File: src/rtl/dispatch_pkg.sv
`default_nettype none
// +----------------------------------------------------------------------------+
// | Module : dispatch_pkg                                                      |
// | Purpose: Shared constants, queue-entry type and opcode helper for the      |
// |          dispatcher and its operand resolver.                              |
// | Contents: entry field widths, opcode encodings (NOP, LB..SW load/store     |
// |           range, a few ALU ops), TAG_NONE, dq_entry_t, is_mem_op().        |
// | Revision: 1.0 - initial release                                            |
// +----------------------------------------------------------------------------+
package dispatch_pkg;

   // Field widths of a queued decoded instruction.
   localparam int DQ_OPENUM_W = 6;
   localparam int DQ_REG_W    = 5;
   localparam int DQ_DATA_W   = 32;
   localparam int DQ_ADDR_W   = 32;

   // Opcode encodings. All loads and stores sit contiguously in LB..SW.
   localparam logic [DQ_OPENUM_W-1:0] OPENUM_NOP  = 6'd0;
   localparam logic [DQ_OPENUM_W-1:0] OPENUM_LB   = 6'd11;
   localparam logic [DQ_OPENUM_W-1:0] OPENUM_SW   = 6'd18;
   localparam logic [DQ_OPENUM_W-1:0] OPENUM_ADDI = 6'd19;
   localparam logic [DQ_OPENUM_W-1:0] OPENUM_ADD  = 6'd28;

   // Tag value meaning "operand has no outstanding producer".
   localparam int TAG_NONE = 0;

   typedef struct packed {
      logic [DQ_OPENUM_W-1:0] openum;
      logic [DQ_REG_W-1:0]    rd;
      logic [DQ_REG_W-1:0]    rs1;
      logic [DQ_REG_W-1:0]    rs2;
      logic [DQ_DATA_W-1:0]   imm;
      logic [DQ_ADDR_W-1:0]   pc;
   } dq_entry_t;

   // Loads/stores go to the LSB; everything else goes to the RS.
   function automatic logic is_mem_op(input logic [DQ_OPENUM_W-1:0] op);
      return (op >= OPENUM_LB) && (op <= OPENUM_SW);
   endfunction

endpackage
`default_nettype wire

File: src/rtl/operand_resolver.sv
`default_nettype none
// +----------------------------------------------------------------------------+
// | Module : operand_resolver                                                  |
// | Purpose: Resolve one source operand. Priority: regfile value when the      |
// |          regfile tag is empty; else a matching CDB broadcast (lowest       |
// |          channel wins); else a ROB entry that already holds its result;    |
// |          else the operand stays pending with value 0 and its tag kept.     |
// | Ports  : q_reg_i/v_reg_i     regfile tag/value                            |
// |          cdb_valid_i/cdb_rob_id_i/cdb_value_i  flattened broadcast bus     |
// |          rob_ready_i/v_rob_i  ROB lookup for q_reg_i                       |
// |          v_o/q_o              resolved value and remaining tag             |
// | Revision: 1.0 - initial release                                            |
// +----------------------------------------------------------------------------+
module operand_resolver
   import dispatch_pkg::*;
#(
   parameter int NUM_CDB  = 2,
   parameter int ROB_LEN  = 4,
   parameter int DATA_LEN = 32
) (
   input  logic [ROB_LEN:0]              q_reg_i,
   input  logic [DATA_LEN-1:0]           v_reg_i,
   input  logic [NUM_CDB-1:0]            cdb_valid_i,
   input  logic [NUM_CDB*(ROB_LEN+1)-1:0] cdb_rob_id_i,
   input  logic [NUM_CDB*DATA_LEN-1:0]   cdb_value_i,
   input  logic                          rob_ready_i,
   input  logic [DATA_LEN-1:0]           v_rob_i,
   output logic [DATA_LEN-1:0]           v_o,
   output logic [ROB_LEN:0]              q_o
);

   localparam int TAG_W = ROB_LEN + 1;

   logic                w_cdb_hit;
   logic [DATA_LEN-1:0] w_cdb_val;

   // Scan from the highest channel down so the lowest matching channel is
   // the last one written and therefore wins.
   always_comb begin
      w_cdb_hit = 1'b0;
      w_cdb_val = '0;
      for (int i = NUM_CDB - 1; i >= 0; i--) begin
         if (cdb_valid_i[i] && (cdb_rob_id_i[i*TAG_W +: TAG_W] == q_reg_i)) begin
            w_cdb_hit = 1'b1;
            w_cdb_val = cdb_value_i[i*DATA_LEN +: DATA_LEN];
         end
      end
   end

   always_comb begin
      v_o = '0;
      q_o = q_reg_i;
      if (q_reg_i == TAG_W'(TAG_NONE)) begin
         v_o = v_reg_i;
         q_o = '0;
      end else if (w_cdb_hit) begin
         v_o = w_cdb_val;
         q_o = '0;
      end else if (rob_ready_i) begin
         v_o = v_rob_i;
         q_o = '0;
      end
   end

endmodule
`default_nettype wire

File: src/rtl/dispatch_queue.sv
`default_nettype none
// +----------------------------------------------------------------------------+
// | Module : dispatch_queue                                                    |
// | Purpose: Decoded-instruction queue feeding RS/LSB. The head is resolved    |
// |          against regfile, CDB and ROB, allocated a ROB tag, its rd is      |
// |          renamed, and it is issued with registered 1-cycle pulses.         |
// | Ports  : clk/rst/rdy/flush       control                                  |
// |          in_*                     decoder handshake and fields            |
// |          *_rob / rob_*            ROB allocation and ready lookup         |
// |          *_reg                    regfile query and rename                |
// |          cdb_*                    flattened result broadcast              |
// |          *_rs / *_lsb             station full flags and issue payload    |
// | Revision: 1.0 - initial release                                            |
// +----------------------------------------------------------------------------+
module dispatch_queue
   import dispatch_pkg::*;
#(
   parameter int IQ_DEPTH   = 4,
   parameter int NUM_CDB    = 2,
   parameter int ROB_LEN    = 4,
   parameter int DATA_LEN   = DQ_DATA_W,
   parameter int ADDR_LEN   = DQ_ADDR_W,
   parameter int REG_LEN    = DQ_REG_W,
   parameter int OPENUM_LEN = DQ_OPENUM_W
) (
   input  logic                           clk,
   input  logic                           rst,
   input  logic                           rdy,
   input  logic                           flush,
   input  logic                           in_valid,
   output logic                           in_ready,
   input  logic [OPENUM_LEN-1:0]          in_openum,
   input  logic [REG_LEN-1:0]             in_rd,
   input  logic [REG_LEN-1:0]             in_rs1,
   input  logic [REG_LEN-1:0]             in_rs2,
   input  logic [DATA_LEN-1:0]            in_imm,
   input  logic [ADDR_LEN-1:0]            in_pc,
   input  logic                           rob_full,
   input  logic [ROB_LEN:0]               rob_id_from_rob,
   output logic                           ena_to_rob,
   output logic [REG_LEN-1:0]             rd_to_rob,
   output logic [ADDR_LEN-1:0]            pc_to_rob,
   output logic [REG_LEN-1:0]             rs1_to_reg,
   output logic [REG_LEN-1:0]             rs2_to_reg,
   input  logic [DATA_LEN-1:0]            V1_from_reg,
   input  logic [DATA_LEN-1:0]            V2_from_reg,
   input  logic [ROB_LEN:0]               Q1_from_reg,
   input  logic [ROB_LEN:0]               Q2_from_reg,
   output logic [ROB_LEN:0]               Q1_to_rob,
   output logic [ROB_LEN:0]               Q2_to_rob,
   input  logic                           Q1_ready_from_rob,
   input  logic                           Q2_ready_from_rob,
   input  logic [DATA_LEN-1:0]            V1_from_rob,
   input  logic [DATA_LEN-1:0]            V2_from_rob,
   input  logic [NUM_CDB-1:0]             cdb_valid,
   input  logic [NUM_CDB*(ROB_LEN+1)-1:0] cdb_rob_id,
   input  logic [NUM_CDB*DATA_LEN-1:0]    cdb_value,
   output logic                           ena_to_reg,
   output logic [REG_LEN-1:0]             rd_to_reg,
   output logic [ROB_LEN:0]               Q_to_reg,
   input  logic                           rs_full,
   input  logic                           lsb_full,
   output logic                           ena_to_rs,
   output logic [OPENUM_LEN-1:0]          openum_to_rs,
   output logic [DATA_LEN-1:0]            V1_to_rs,
   output logic [DATA_LEN-1:0]            V2_to_rs,
   output logic [ROB_LEN:0]               Q1_to_rs,
   output logic [ROB_LEN:0]               Q2_to_rs,
   output logic [ADDR_LEN-1:0]            pc_to_rs,
   output logic [DATA_LEN-1:0]            imm_to_rs,
   output logic [ROB_LEN:0]               rob_id_to_rs,
   output logic                           ena_to_lsb,
   output logic [OPENUM_LEN-1:0]          openum_to_lsb,
   output logic [DATA_LEN-1:0]            V1_to_lsb,
   output logic [DATA_LEN-1:0]            V2_to_lsb,
   output logic [ROB_LEN:0]               Q1_to_lsb,
   output logic [ROB_LEN:0]               Q2_to_lsb,
   output logic [DATA_LEN-1:0]            imm_to_lsb,
   output logic [ROB_LEN:0]               rob_id_to_lsb
);

   localparam int PTR_W = (IQ_DEPTH > 1) ? $clog2(IQ_DEPTH) : 1;
   localparam int CNT_W = $clog2(IQ_DEPTH) + 1;
   localparam int TAG_W = ROB_LEN + 1;

   dq_entry_t        queue_q [IQ_DEPTH];
   logic [PTR_W-1:0] head_q, head_d;
   logic [PTR_W-1:0] tail_q, tail_d;
   logic [CNT_W-1:0] count_q, count_d;

   dq_entry_t           w_head;
   dq_entry_t           w_in_entry;
   logic                w_head_valid;
   logic                w_is_mem;
   logic                w_push;
   logic                w_pop;
   logic [DATA_LEN-1:0] w_v1, w_v2;
   logic [TAG_W-1:0]    w_q1, w_q2;

   assign w_head       = queue_q[head_q];
   assign w_head_valid = (count_q != '0);
   assign w_is_mem     = is_mem_op(w_head.openum);
   assign in_ready     = (count_q != CNT_W'(IQ_DEPTH));

   // A NOP completes the handshake but is never stored.
   assign w_push = in_valid & in_ready & rdy & ~flush
                 & (in_openum != OPENUM_LEN'(OPENUM_NOP));

   // Flush also blocks dispatch, so flush wins over an eligible head.
   assign w_pop = w_head_valid & ~rob_full & rdy & ~flush
                & (w_is_mem ? ~lsb_full : ~rs_full);

   assign w_in_entry.openum = in_openum;
   assign w_in_entry.rd     = in_rd;
   assign w_in_entry.rs1    = in_rs1;
   assign w_in_entry.rs2    = in_rs2;
   assign w_in_entry.imm    = in_imm;
   assign w_in_entry.pc     = in_pc;

   // Regfile and ROB lookups are combinational from the current head.
   assign rs1_to_reg = w_head.rs1;
   assign rs2_to_reg = w_head.rs2;
   assign Q1_to_rob  = Q1_from_reg;
   assign Q2_to_rob  = Q2_from_reg;

   operand_resolver #(
      .NUM_CDB  (NUM_CDB),
      .ROB_LEN  (ROB_LEN),
      .DATA_LEN (DATA_LEN)
   ) u_res_rs1 (
      .q_reg_i      (Q1_from_reg),
      .v_reg_i      (V1_from_reg),
      .cdb_valid_i  (cdb_valid),
      .cdb_rob_id_i (cdb_rob_id),
      .cdb_value_i  (cdb_value),
      .rob_ready_i  (Q1_ready_from_rob),
      .v_rob_i      (V1_from_rob),
      .v_o          (w_v1),
      .q_o          (w_q1)
   );

   operand_resolver #(
      .NUM_CDB  (NUM_CDB),
      .ROB_LEN  (ROB_LEN),
      .DATA_LEN (DATA_LEN)
   ) u_res_rs2 (
      .q_reg_i      (Q2_from_reg),
      .v_reg_i      (V2_from_reg),
      .cdb_valid_i  (cdb_valid),
      .cdb_rob_id_i (cdb_rob_id),
      .cdb_value_i  (cdb_value),
      .rob_ready_i  (Q2_ready_from_rob),
      .v_rob_i      (V2_from_rob),
      .v_o          (w_v2),
      .q_o          (w_q2)
   );

   // Pointer/count next state. rdy=0 freezes everything, flush included.
   always_comb begin
      head_d  = head_q;
      tail_d  = tail_q;
      count_d = count_q;
      if (rdy && flush) begin
         head_d  = '0;
         tail_d  = '0;
         count_d = '0;
      end else begin
         if (w_push) tail_d = tail_q + PTR_W'(1);
         if (w_pop)  head_d = head_q + PTR_W'(1);
         count_d = count_q + CNT_W'(w_push) - CNT_W'(w_pop);
      end
   end

   always_ff @(posedge clk) begin
      if (rst) begin
         head_q  <= '0;
         tail_q  <= '0;
         count_q <= '0;
      end else begin
         head_q  <= head_d;
         tail_q  <= tail_d;
         count_q <= count_d;
      end
   end

   // Entry storage needs no reset: validity is tracked by count_q.
   always_ff @(posedge clk) begin
      if (w_push) queue_q[tail_q] <= w_in_entry;
   end

   // Issue registers. Enables default low every enabled or frozen edge, so a
   // pulse never repeats; payload holds its last value between dispatches.
   always_ff @(posedge clk) begin
      if (rst) begin
         ena_to_rob    <= 1'b0;
         rd_to_rob     <= '0;
         pc_to_rob     <= '0;
         ena_to_reg    <= 1'b0;
         rd_to_reg     <= '0;
         Q_to_reg      <= '0;
         ena_to_rs     <= 1'b0;
         openum_to_rs  <= '0;
         V1_to_rs      <= '0;
         V2_to_rs      <= '0;
         Q1_to_rs      <= '0;
         Q2_to_rs      <= '0;
         pc_to_rs      <= '0;
         imm_to_rs     <= '0;
         rob_id_to_rs  <= '0;
         ena_to_lsb    <= 1'b0;
         openum_to_lsb <= '0;
         V1_to_lsb     <= '0;
         V2_to_lsb     <= '0;
         Q1_to_lsb     <= '0;
         Q2_to_lsb     <= '0;
         imm_to_lsb    <= '0;
         rob_id_to_lsb <= '0;
      end else begin
         ena_to_rob <= 1'b0;
         ena_to_reg <= 1'b0;
         ena_to_rs  <= 1'b0;
         ena_to_lsb <= 1'b0;
         if (w_pop) begin
            ena_to_rob <= 1'b1;
            rd_to_rob  <= w_head.rd;
            pc_to_rob  <= w_head.pc;
            // x0 is never renamed.
            if (w_head.rd != '0) begin
               ena_to_reg <= 1'b1;
               rd_to_reg  <= w_head.rd;
               Q_to_reg   <= rob_id_from_rob;
            end
            if (w_is_mem) begin
               ena_to_lsb    <= 1'b1;
               openum_to_lsb <= w_head.openum;
               V1_to_lsb     <= w_v1;
               V2_to_lsb     <= w_v2;
               Q1_to_lsb     <= w_q1;
               Q2_to_lsb     <= w_q2;
               imm_to_lsb    <= w_head.imm;
               rob_id_to_lsb <= rob_id_from_rob;
            end else begin
               ena_to_rs    <= 1'b1;
               openum_to_rs <= w_head.openum;
               V1_to_rs     <= w_v1;
               V2_to_rs     <= w_v2;
               Q1_to_rs     <= w_q1;
               Q2_to_rs     <= w_q2;
               pc_to_rs     <= w_head.pc;
               imm_to_rs    <= w_head.imm;
               rob_id_to_rs <= rob_id_from_rob;
            end
         end
      end
   end

endmodule
`default_nettype wire
File: config.mk
export PLATFORM = sky130hd
export DESIGN_NAME = dispatch_queue
export DESIGN_NICKNAME = d
export VERILOG_FILES = /design/src/rtl/dispatch_pkg.sv /design/src/rtl/operand_resolver.sv /design/src/rtl/dispatch_queue.sv
export SDC_FILE = /design/constraint.sdc
export NUM_CORES = 1
export LEC_CHECK = 0
export ABC_CLOCK_PERIOD_IN_PS = 4800
export CORE_ASPECT_RATIO = 0.9
export CORE_MARGIN = 3
export CORE_UTILIZATION = 40
export DETAILED_ROUTE_END_ITERATION = 7
export GPL_TIMING_DRIVEN = 0
export HOLD_SLACK_MARGIN = 0.15
export PLACE_DENSITY_LB_ADDON = 0.2
export SKIP_LAST_GASP = 1
export SLEW_MARGIN = 20
export SYNTH_ARGS = -nofsm -noshare
export SYNTH_HDL_FRONTEND = slang
export SYNTH_SLANG_ARGS = --single-unit
File: constraint.sdc
create_clock -name clk -period 4.8 [get_ports clk]
set_input_delay 0.96 -clock clk [delete_from_list [all_inputs] [get_ports clk]]
set_output_delay 0.96 -clock clk [all_outputs]
set_load 0.02 [all_outputs]
==> flow_summary.json, run 1 <==
{
  "clk_latency_ps": 620,
  "arrival_ps": 3390,
  "dp_hpwl_um": 82100,
  "syn_to_final_growth_pct": 37.8,
  "start_util": 0.407,
  "cp-start-kind": "register",
  "peakVddDrop_mv": 0.307,
  "drv_cap": 0,
  "drt-initial-drc-count": 1911,
  "hold_class": "register to register",
  "power_density_nw_per_um2": 333,
  "die_x_um": 279,
  "cts_buffer_depth": 3,
  "routed_via_density": 5.60,
  "p_seq_frac": 0.489,
  "required_ps": 3840,
  "fin_crit_ps": 4350,
  "io_buffers": 648,
  "path_class": "register to output pin",
  "antenna_found_initial": 16,
  "end_kind": "output pin",
  "wire_per_inst_um": 27.2,
  "max_freq_ghz": 0.230,
  "netlist_area_sq_um": 26900,
  "cts_htree_levels": 3,
  "grt_pass1_wl_um": 153000,
  "status": "completed",
  "grt_overflow": 0,
  "top_register": "queue_q",
  "ys_types": 53,
  "worst_pin_slew_ps": 1140,
  "clock_sinks": 666,
  "grt_use_total": 0.298,
  "rsz0062_at_grt": "no",
  "layout.cells.non_filler": 3946,
  "ys_ff_latch": 666,
  "nFillCells": 5577,
  "drt-total-wl_um": 107000,
  "final_area_sq_um": 37000,
  "drive_gt1_frac": 0.104,
  "die_y_um": 252,
  "synth_edf_count": 340,
  "fin_nets": 3339,
  "grt_pass1_vias": 22131,
  "finalHoldViolations": 0,
  "ys_seq_area_frac": 0.623,
  "slew_headroom": 0.234,
  "fin_skew_ps": 25.3,
  "num_rows": 89,
  "synth_nets": 2610,
  "p_leak_nw": 11.7,
  "synth_fa_ha_area_frac": 0.00354,
  "grt_start_max_net_pins": 41,
  "cts_root_buffer": "clkbuf_16",
  "p_int_mw": 9.54,
  "synthMuxAreaShare": 0.0751,
  "drtPass1Iterations": 6,
  "finalMaxSlewViolations": 0,
  "io-pin-count": 652,
  "setup_viol": 0,
  "period_share": 0.907,
  "synth_top_family_by_area": "compound AO/OA/AOI/OAI gates",
  "clock_power_share": 0.444,
  "placed_cells": 3811,
  "place_congestion": 0.968,
  "cts_tree": "done",
  "drtAntennaViolNets": 0,
  "largest_register_ffs": 340,
  "synth_compound_area_frac": 0.144,
  "cts_buffers": 71,
  "synth_cells": 2289,
  "post-cts-setup-buffer-count": 0,
  "synth_ff_type": "edfxtp_1",
  "core_area_sq_um": 66000,
  "fp.dieArea_sq_um": 70300,
  "synth-xor-area-share": 0.00750,
  "via_count": 22108,
  "drcViolationCount": 0,
  "switching_share": 0.225,
  "synth_simple_gate_area_frac": 0.106,
  "postSynth.asyncResetShare": 0,
  "reg2reg_depth": 15,
  "p_sw_mw": 2.77,
  "crit_fanout": 19,
  "placed_area_sq_um": 34600,
  "syn_avg_cell_area_sq_um": 11.7,
  "yosysWarnings": 0,
  "pwr-share-comb": 0.066,
  "whs_path_depth": 2,
  "path_clk_slew_ps": 60
}
-- power by group through the flow --
stage / clock network [mW] / logic, mW / registers (mW)
final: 5.47 / 0.818 / 6.03
after global routing: 5.77 / 0.863 / 6.03
after CTS: 5.57 / 0.813 / 6.03
after detailed placement: 0 / 0.807 / 6.15
after global placement: 0 / 0.790 / 6.15
after floorplan: 0 / 0.281 / 6.16
-- cells by family after synthesis --
group | after synthesis
xor+xnor | 23
flops | 666
mux | 95
fa+ha+maj | 7
compound gates | 598
buf+inv | 227
simple gates | 673
-- worst max-delay path, cell delays in order, from the launching register on --
cell	delay, ps
dfxtp_1	330
buf_6	130
buf_6	190
clkbuf_4	430
buf_2	430
mux4_2	550
buf_4	140
clkdlybuf4s50_1	540
-- timing repair --
action,in CTS,in global routing
endpoints found under the hold margin,0,0
gates cloned,0,0
gates resized for setup,3,1
hold buffers,0,0
setup endpoints to repair,10,1
-- worst paths after layout --
kind	from	to	slack, ps
hold reg to reg	V2_to_lsb[26]	V2_to_lsb[26]	450
hold / removal	V2_to_lsb[26]	V2_to_lsb[26]	450
setup reg to reg	register	count_q[2]	470
setup / recovery	register	rs1_to_reg[0]	450
-- layout by cell type (no fill, tap or decap), drive strengths merged, types with 8 or more instances in the layout --
cell and count:
a211oi 71, a21oi 229, a221oi 29, a22oi 35, and2 13, buf 76
clkbuf 243, clkdlybuf4s50 648, clkinv 16, clkinvlp 8, dfxtp 326, diode 9
edfxtp 340, inv 17, mux2i 10, mux4 85, nand2 437, nand2b 15
nand3 77, nor2 93, nor3 9, nor3b 8, o211ai 35, o21a 32
o21ai 127, o41ai 29, xnor2 11, xor2 12
-- final cells by class --
cell class	instances	area (sq um)	area share
Sequential cell	666	16700	0.452
Multi-Input combinational cell	1396	9050	0.244
Timing Repair Buffer	658	6680	0.181
Clock buffer	98	2030	0.0549
Tap cell	864	1080	0.0292
Buffer	211	1050	0.0283
Clock inverter	30	314	0.00848
Inverter	14	52.6	0.00142
Antenna cell	9	22.5	0.000608
-- metrics by stage --
stage	util	TNS, ps	power [mW]	hold slack (ps)	worst slack (ps)
after floorplan	-	0	6.44	457	840
after global placement	0.521	-650860	6.94	438	-1870
after detailed placement	0.525	-641	6.96	445	-139
after CTS	0.560	0	12.4	453	112
after global routing	0.560	0	12.7	470	138
final	0.561	0	12.3	449	447
-- routing by layer --
metal,GRT usage,up-vias,part of all wire
met5,0,-,0.0011
met4,0.125,14,0.043
met3,0.0933,238,0.091
met2,0.508,1050,0.49
met1,0.349,10962,0.37
li1,-,9844,-
-- Yosys cell counts, drive strengths merged (10+ instances only) --
cell type  number  area [sq um]
a211oi         71           721
xnor2          11          96.3
inv            14          52.6
nand3          77           385
dfxtp         326          6530
edfxtp        340         10200
o21a           32           240
buf            68           502
a22oi          35           263
nand2b         15          93.8
clkbuf        145           544
o211ai         35           263
mux4           85          1910
xor2           12           105
o41ai          29           254
a21oi         229          1160
mux2i          10           104
o21ai         127           636
nor2           93           349
nand2         437          1640
and2           13          81.3
a221oi         29           254
Power figures use the tool's default switching activity.
==> inputs of run 2 (changes only) <==
--- a/config.mk
+++ b/config.mk
@@ -9,10 +9,11 @@
 export CORE_ASPECT_RATIO = 0.9
 export CORE_MARGIN = 3
 export CORE_UTILIZATION = 40
+export CTS_CLUSTER_DIAMETER = 100
 export DETAILED_ROUTE_END_ITERATION = 7
 export GPL_TIMING_DRIVEN = 0
 export HOLD_SLACK_MARGIN = 0.15
-export PLACE_DENSITY_LB_ADDON = 0.2
+export PLACE_DENSITY = 0.67
 export SKIP_LAST_GASP = 1
 export SLEW_MARGIN = 20
 export SYNTH_ARGS = -nofsm -noshare
==> flow_summary.json, run 2 (synthesis results as in run 1) <==
{
  "fin_nets": 3339,
  "start_util": 0.407,
  "drt-initial-drc-count": 1950,
  "grt_start_max_net_pins": 46,
  "p_seq_frac": 0.471,
  "drtAntennaViolNets": 0,
  "worst_pin_slew_ps": 1050,
  "slew_headroom": 0.291,
  "routed_via_density": 5.63,
  "num_rows": 89,
  "p_int_mw": 9.91,
  "drive_gt1_frac": 0.106,
  "reg2reg_slack_ps": 450,
  "status": "completed",
  "top_register": "queue_q",
  "cts_buffer_depth": 3,
  "via_count": 22245,
  "cts_root_buffer": "clkbuf_16",
  "path_class": "register to output pin",
  "arrival_ps": 3560,
  "grt_overflow": 0,
  "peakVddDrop_mv": 0.359,
  "place_congestion": 0.973,
  "die_y_um": 252,
  "layout_common_cells": "648 x clkdlybuf4s50_1, 437 x nand2_1, 340 x edfxtp_1",
  "whs_path_depth": 2,
  "reg2reg_depth": 15,
  "drt-total-wl_um": 110000,
  "dp_hpwl_um": 82800,
  "cts_buffers": 72,
  "antenna_found_initial": 28,
  "finalHoldViolations": 0,
  "die_x_um": 279,
  "final_common_cell": "clkdlybuf4s50_1",
  "grt_use_total": 0.302,
  "grt_pass1_vias": 22272,
  "largest_register_ffs": 340,
  "min_to": "V2_to_lsb[13]",
  "wire_per_inst_um": 27.7,
  "finalMaxSlewViolations": 0,
  "syn_to_final_growth_pct": 38.9,
  "power_density_nw_per_um2": 343,
  "fin_crit_ps": 4520,
  "rsz0062_at_grt": "no",
  "fin_skew_ps": 35.2,
  "p_sw_mw": 2.88,
  "post-cts-setup-buffer-count": 0,
  "path_clk_slew_ps": 60,
  "core_area_sq_um": 66000,
  "p_leak_nw": 11.8,
  "clk_latency_ps": 640,
  "fp.dieArea_sq_um": 70300,
  "tns_ps": 0,
  "grt_pass1_wl_um": 154000,
  "io-pin-count": 652,
  "end_kind": "output pin",
  "hold_class": "register to register",
  "io_buffers": 648,
  "clock_sinks": 666,
  "drv_cap": 0,
  "setup_viol": 0,
  "max_freq_ghz": 0.221,
  "clock_power_share": 0.464,
  "period_share": 0.942,
  "required_ps": 3840,
  "cp-start-kind": "register",
  "cts_tree": "done",
  "hold_start": "V2_to_lsb[13]",
  "crit_fanout": 19,
  "r2r-end": "count_q[2]",
  "pwr-share-comb": 0.064,
  "switching_share": 0.225,
  "design_power_total_mw": 12.8,
  "drcViolationCount": 0,
  "cts_htree_levels": 3,
  "drtPass1Iterations": 6
}
-- run 2: how the worst max path moves through the flow --
stage                       from              to  cells past startpoint
floorplan                  flush   queue_q[1][0]                      3
global placement    in_openum[0]  queue_q[1][66]                      4
detailed placement           rdy      count_q[2]                     14
CTS                     register   rs1_to_reg[2]                      7
global route            register   rs1_to_reg[2]                      7
finish                  register   rs1_to_reg[2]                      7
-- run 2: area by class of cell --
class / count / area (sq um)
Antenna cell: 13 / 32.5
Buffer: 211 / 1040
Clock buffer: 92 / 2020
Clock inverter: 40 / 577
Fill cell: 5562 / 28700
Inverter: 14 / 52.6
Multi-Input combinational cell: 1396 / 9050
Sequential cell: 666 / 16700
Tap cell: 864 / 1080
Timing Repair Buffer: 657 / 6710
-- run 2: stage by stage --
step	instances	hold WS, ps	utilization	worst slack [ps]	cell area [sq um]
final	3953	454	0.565	279	37300
after global routing	3950	470	0.565	29.0	37300
after CTS	3941	452	0.565	17.6	37300
after detailed placement	3810	445	0.525	-179	34700
after global placement	3801	438	0.521	-1690	34400
after floorplan	2289	457	-	840	26900
-- run 2: worst max-delay path: stages (launching register included) --
cell and delay (ps):
dfxtp_1 330, buf_6 130, buf_6 180, buf_2 560, buf_2 450, mux4_2 570, buf_4 150, clkdlybuf4s50_1 530
-- run 2: metal layers --
metal / up-vias / part of all wire / global-route usage
li1: 9863 / - / -
met3: 216 / 0.088 / 0.0876
met4: 14 / 0.041 / 0.121
met2: 1060 / 0.50 / 0.527
met1: 11092 / 0.37 / 0.350
met5: - / 0.0010 / 0
-- run 2: power by group through the flow --
stage,registers [mW],clock network [mW],logic (mW)
after floorplan,6.16,0,0.281
after global placement,6.15,0,0.789
after detailed placement,6.15,0,0.810
after CTS,6.03,6.02,0.815
after global routing,6.03,6.27,0.862
final,6.03,5.94,0.822
-- run 2: what timing repair did --
action	4_1_cts	5_1_grt
gates resized for setup	3	0
hold buffers	0	0
setup endpoints to repair	10	10
endpoints found under the hold margin	0	0
